File: src/rtl/kbd_pkg.sv
// Shared encodings and the Apple-1 character formatter for the keyboard arbiter.
// Apple-1 characters are 7-bit upper-case ASCII with bit7 forced high.
package kbd_pkg;

    localparam logic [1:0] SRC_BOTH = 2'b00;
    localparam logic [1:0] SRC_UART = 2'b01;
    localparam logic [1:0] SRC_PS2  = 2'b10;

    typedef enum logic {
        ST_IDLE = 1'b0,
        ST_HOLD = 1'b1
    } kbd_state_e;

    localparam logic [6:0] CASE_OFFSET = 7'h20;
    localparam logic [6:0] LOWER_A     = 7'h61;
    localparam logic [6:0] LOWER_Z     = 7'h7A;

    function automatic logic [7:0] apple1_fmt(input logic [7:0] in);
        logic [6:0] ch;
        ch = in[6:0];
        if (ch >= LOWER_A && ch <= LOWER_Z) begin
            ch = ch - CASE_OFFSET;
        end
        return {1'b1, ch};
    endfunction

endpackage

File: src/rtl/kbd_fifo.sv
// Synchronous FIFO, registered level; data visible the cycle after push.
// A push while full is accepted only when a pop happens in the same cycle.
module kbd_fifo #(
    parameter int DEPTH = 8,
    parameter int WIDTH = 8,
    localparam int AW = $clog2(DEPTH)
) (
    input  logic             clk_i,
    input  logic             rst_i,
    input  logic             push_i,
    input  logic             pop_i,
    input  logic [WIDTH-1:0] din_i,
    output logic [WIDTH-1:0] dout_o,
    output logic [AW:0]      level_o,
    output logic             full_o,
    output logic             empty_o
);

    localparam logic [AW:0] FULL_LVL = (AW+1)'(DEPTH);

    logic [WIDTH-1:0] mem_q [DEPTH];
    logic [AW-1:0]    wr_ptr_q, rd_ptr_q;
    logic [AW:0]      level_q;
    logic             do_push, do_pop;

    assign full_o  = (level_q == FULL_LVL);
    assign empty_o = (level_q == '0);
    assign do_pop  = pop_i && !empty_o;
    assign do_push = push_i && (!full_o || do_pop);

    always_ff @(posedge clk_i) begin
        if (rst_i) begin
            wr_ptr_q <= '0;
            rd_ptr_q <= '0;
            level_q  <= '0;
        end else begin
            if (do_push) wr_ptr_q <= wr_ptr_q + AW'(1);
            if (do_pop)  rd_ptr_q <= rd_ptr_q + AW'(1);
            case ({do_push, do_pop})
                2'b10:   level_q <= level_q + (AW+1)'(1);
                2'b01:   level_q <= level_q - (AW+1)'(1);
                default: level_q <= level_q;
            endcase
        end
    end

    // Storage needs no reset; the pointers define what is valid.
    always_ff @(posedge clk_i) begin
        if (do_push) mem_q[wr_ptr_q] <= din_i;
    end

    assign dout_o  = mem_q[rd_ptr_q];
    assign level_o = level_q;

endmodule

File: src/rtl/kbd_arbiter.sv
// Round-robin merge of buffered UART bytes and the PS/2 holding register into the PIA keyboard port.
// Strobe to kbd_valid is 2 cycles when idle; uart_cts throttles the host as the FIFO fills.
module kbd_arbiter
    import kbd_pkg::*;
#(
    parameter int UART_FIFO_DEPTH = 8,
    parameter int CTS_THRESHOLD   = 6,
    localparam int LW = $clog2(UART_FIFO_DEPTH) + 1
) (
    input  logic          clk25,
    input  logic          rst,
    input  logic [1:0]    src_mode,
    input  logic          uart_valid,
    input  logic [7:0]    uart_data,
    input  logic          ps2_valid,
    input  logic [7:0]    ps2_data,
    input  logic          kbd_ack,
    output logic          kbd_valid,
    output logic [7:0]    kbd_data,
    output logic          uart_cts,
    output logic [7:0]    overrun_cnt,
    output logic [LW-1:0] fifo_level
);

    localparam logic [LW-1:0] CTS_LVL = LW'(CTS_THRESHOLD);

    logic       uart_en, ps2_en, uart_push, ps2_take;
    logic       fifo_full, fifo_empty;
    logic [7:0] fifo_dout;
    logic       uart_rdy, ps2_rdy, grant_uart, grant_ps2;
    logic       uart_ovr, ps2_ovr;
    logic [8:0] ovr_sum;
    logic [7:0] ovr_cnt_d;

    kbd_state_e state_q;
    logic       last_ps2_q, kbd_valid_q, ps2_pend_q, cts_q;
    logic [7:0] kbd_data_q, ps2_byte_q, ovr_cnt_q;

    assign uart_en   = (src_mode != SRC_PS2);
    assign ps2_en    = (src_mode != SRC_UART);
    assign uart_push = uart_valid && uart_en;
    assign ps2_take  = ps2_valid && ps2_en;
    assign uart_rdy  = uart_en && !fifo_empty;
    assign ps2_rdy   = ps2_en && ps2_pend_q;

    // With both sources ready, favour the one that was not served last.
    always_comb begin
        grant_uart = 1'b0;
        grant_ps2  = 1'b0;
        if (state_q == ST_IDLE) begin
            if (uart_rdy && ps2_rdy) begin
                grant_uart = last_ps2_q;
                grant_ps2  = !last_ps2_q;
            end else begin
                grant_uart = uart_rdy;
                grant_ps2  = ps2_rdy;
            end
        end
    end

    kbd_fifo #(
        .DEPTH (UART_FIFO_DEPTH),
        .WIDTH (8)
    ) u_fifo (
        .clk_i   (clk25),
        .rst_i   (rst),
        .push_i  (uart_push),
        .pop_i   (grant_uart),
        .din_i   (uart_data),
        .dout_o  (fifo_dout),
        .level_o (fifo_level),
        .full_o  (fifo_full),
        .empty_o (fifo_empty)
    );

    assign uart_ovr  = uart_push && fifo_full && !grant_uart;
    assign ps2_ovr   = ps2_take && ps2_pend_q && !grant_ps2;
    assign ovr_sum   = {1'b0, ovr_cnt_q} + 9'(uart_ovr) + 9'(ps2_ovr);
    assign ovr_cnt_d = ovr_sum[8] ? 8'hFF : ovr_sum[7:0];

    always_ff @(posedge clk25) begin
        if (rst) begin
            ps2_pend_q <= 1'b0;
            ps2_byte_q <= 8'h00;
        end else if (ps2_take) begin
            ps2_pend_q <= 1'b1;
            ps2_byte_q <= ps2_data;
        end else if (grant_ps2) begin
            ps2_pend_q <= 1'b0;
        end
    end

    always_ff @(posedge clk25) begin
        if (rst) begin
            state_q     <= ST_IDLE;
            kbd_valid_q <= 1'b0;
            kbd_data_q  <= 8'h00;
            last_ps2_q  <= 1'b1;
        end else begin
            case (state_q)
                ST_IDLE: begin
                    if (grant_uart || grant_ps2) begin
                        kbd_data_q  <= apple1_fmt(grant_uart ? fifo_dout : ps2_byte_q);
                        kbd_valid_q <= 1'b1;
                        last_ps2_q  <= grant_ps2;
                        state_q     <= ST_HOLD;
                    end
                end
                ST_HOLD: begin
                    if (kbd_ack) begin
                        kbd_valid_q <= 1'b0;
                        state_q     <= ST_IDLE;
                    end
                end
            endcase
        end
    end

    always_ff @(posedge clk25) begin
        if (rst) begin
            cts_q     <= 1'b0;
            ovr_cnt_q <= 8'h00;
        end else begin
            cts_q     <= (fifo_level < CTS_LVL);
            ovr_cnt_q <= ovr_cnt_d;
        end
    end

    assign kbd_valid   = kbd_valid_q;
    assign kbd_data    = kbd_data_q;
    assign uart_cts    = cts_q;
    assign overrun_cnt = ovr_cnt_q;

endmodule

File: config.mk
export PLATFORM = sky130hd
export DESIGN_NAME = kbd_arbiter
export DESIGN_NICKNAME = d
export VERILOG_FILES = /design/src/rtl/kbd_pkg.sv /design/src/rtl/kbd_fifo.sv /design/src/rtl/kbd_arbiter.sv
export SDC_FILE = /design/constraint.sdc
export NUM_CORES = 1
export LEC_CHECK = 0
export ABC_CLOCK_PERIOD_IN_PS = 7700
export BUFFER_PORTS_ARGS = -buffer_cell sky130_fd_sc_hd__buf_2
export CORE_MARGIN = 4
export CORE_UTILIZATION = 60
export DETAILED_ROUTE_END_ITERATION = 12
export PLACE_DENSITY = 0.81
export SLEW_MARGIN = 0
export SYNTH_ARGS = -nofsm -noshare
export SYNTH_HDL_FRONTEND = slang
export SYNTH_SLANG_ARGS = --single-unit
export TNS_END_PERCENT = 50
File: constraint.sdc
create_clock -name clk25 -period 7.7 [get_ports clk25]
set_input_delay 0.385 -clock clk25 [delete_from_list [all_inputs] [get_ports clk25]]
set_output_delay 0.385 -clock clk25 [all_outputs]
set_load 0.01 [all_outputs]
==> metrics.yaml <==
commonest_cells_after_routing_fill_and_taps_aside: "56 x edfxtp_1, 42 x buf_2, 41 x dfxtp_1"
total_power_per_unit_cell_area_nw_per_um2: 329
fin_skew_ns: 0.00823
die_height_um: 90.6
finalWorstPathRequiredPeriod_ns: 3.26
antenna_found_initial: 0
cts_max_path_buffers: 2
cts_tree: "done"
crit_path_cell_trace: "mux4_1 > mux2_2 > nor4_1 > nor2_1 > ha_1 > a21bo_2 > o211ai_2 > nor4b_2 > a221o_1"
detail-route-antenna-nets: 0
synth_enable_flop_cells: 56
final_stage_net_count: 383
dieWidth_um: 90.6
drtIter0Drc: 130
place.port_buffers: 42
synthDistinctLibCells: 54
cts_max_level: 3
antenna_cells: 0
mean_syn_cell_area_um2: 13.3
start_util_pct: 63.0
yosys_register_bits: 97
nFillCells: 496
yosysWarnings: 0
area_added_between_synthesis_and_finish_pct: 11.8
netlist_instances: 307
grt_first_pass_wirelength_mm: 12.6
hold_violations: 0
status: "completed"
largest_net_degree_at_the_start_of_global_routing: 42
report.final.setup_viol: 0
ir_drop_v: 0.000164
hold_class: "in -> reg"
post_route_cells_drive_above_1_share_pct: 25.1
critical_path_launch_point_type: "register"
yosysSeqAreaShare_pct: 61.1
worstPathRequired_ns: 8.00
timing.final.max_slew_violations: 0
tns_ns: 0
clkTransAtPathRegs_ns: 0.10
dominantRegCellSynth: "edfxtp_1"
detailed_place_hpwl_mm: 5.41
number_of_global_route_vias_before_repair: 2473
clkSinkCount: 97
ctsRootBufferMaster: "clkbuf_8"
cts-hold-fix-buffers: 0
layout_worst_path_cycle_share_pct: 42.3
via_per_inst: 5.81
boundaryPins: 45
route.detailed.drc: 0
dr_vias: 2527
setup.worst_path.end_class: "register"
critical_path_class: "reg -> reg"
synthesis.area_um2: 4090
rows: 29
synthArstFlopShare_pct: 0
track_usage_pct: 20.0
clock_insertion_delay_worst_skew_ns: 0.36
cts-buffers-inserted: 9
final_core_util_pct: 70.4
static-leakage-power_uw: 0.00169
relSlewSlack_pct: 22.6
tightest_pin_transition_ns: 1.15
critical_path.slowest_cell: "dfxtp_1"
grt_setup_unrepaired: "false"
leading_cell_type_in_the_layout_fill_and_taps_excluded: "edfxtp_1"
cts.repair_timing.setup_buffer_count: 0
max_stage_delay_ns: 0.87
core-area_um2: 6490
cts_repair_resize_count: 0
dr.pass1.iters: 4
placer_s_final_routability_congestion_estimate: 0.825
clock.fmax_mhz: 307
path_max_fanout: 13
dieArea_um2: 8210
maxCapViolCount: 0
synth_fp_nets: 337
worst_ep_arrival_time_ns: 3.56
wirelength_mm: 7.72
overflow: 0
routedWlPerCell_um: 17.7
total_power_uw: 1510
==> synth_stat cells, types with 4 or more instances <==
cell,number,area [um^2]
nor4_1,4,25.0
xor2_1,5,43.8
clkbuf_1,7,26.3
nand2b_1,6,37.5
nor3_1,6,30.0
mux2_2,4,45.0
ha_1,6,75.1
mux2i_1,12,120
edfxtp_1,56,1680
inv_1,6,22.5
xnor2_1,6,52.6
mux4_2,9,203
a21oi_1,27,135
o21ai_0,5,25.0
nor2_1,32,120
nand2_1,18,67.6
mux4_1,5,131
dfxtp_1,41,821
==> critical path, delay by kind of cell (launching register included) <==
kind | cells | cell delay, ns
AOI/OAI and AO/OA | 3 | 0.47
and+or+nand+nor | 3 | 0.67
muxes | 2 | 0.96
adders and majority gates | 1 | 0.24
DFF | 1 | 0.87
==> per-layer routing <==
| metal | up-vias | global-route usage (%) | part of all wire, % |
|---|---|---|---|
| li1 | 1240 | - | - |
| met1 | 1217 | 25.2 | 43 |
| met2 | 56 | 33.6 | 51 |
| met3 | 14 | 3.92 | 4.0 |
| met4 | 0 | 8.80 | 2.1 |
| met5 | - | 0 | 0 |
==> logic make-up (layout without fill, tap and decap cells) <==
logic type	Yosys count	count (layout)	share of synthesized area, %
flops	97	97	61.1
simple gates	88	88	11.2
compound gates	53	53	8.19
mux	32	32	12.8
buf+inv	19	70	1.99
xor+xnor	11	11	2.35
fa+ha+maj	7	7	2.32
==> cell type report <==
class | count | area, um^2 | share of cell area [%]
clock buffers | 9 | 124 | 2.71
repair buffers | 47 | 248 | 5.41
flip-flops and latches | 97 | 2500 | 54.7
multi-input cells | 191 | 1520 | 33.1
inverters | 7 | 26.3 | 0.574
well taps | 77 | 96.3 | 2.11
clock inverters | 7 | 63.8 | 1.39
==> worst paths after layout <==
path	start	endpoint	slack [ns]	cells past startpoint
max	register	kbd_data[5]	4.44	9
min	ps2_data[2]	ps2_byte_q[2]	0.25	3
max reg2reg	register	kbd_data[5]	4.44	9
min reg2reg	kbd_data[4]	kbd_data[4]	0.45	2
==> per-stage QoR <==
stage	hold WS, ns	instances	setup slack, ns	area, um^2
6_report	0.248	435	4.44	4580
5_1_grt	0.251	435	4.24	4580
4_1_cts	0.239	435	4.41	4580
3_5_place_dp	0.445	419	4.43	4390
3_3_place_gp	0.431	419	4.48	4390
2_1_floorplan	0.450	307	4.95	4090
==> registers in the layout, summed over array words and instances, names as in the netlist, 3 cells and up, named ones only <==
name,count
overrun_cnt,8
u_fifo.mem_q,56
u_fifo.rd_ptr_q,3
ps2_byte_q,7
u_fifo.wr_ptr_q,3
kbd_data,8
u_fifo.level_o,4
==> where the power goes <==
| group | switching (uW) | internal [uW] |
|---|---|---|
| Clock | 184 | 123 |
| Sequential | 73.6 | 608 |
| Combinational | 282 | 234 |
(Power assumes the default switching activity.)
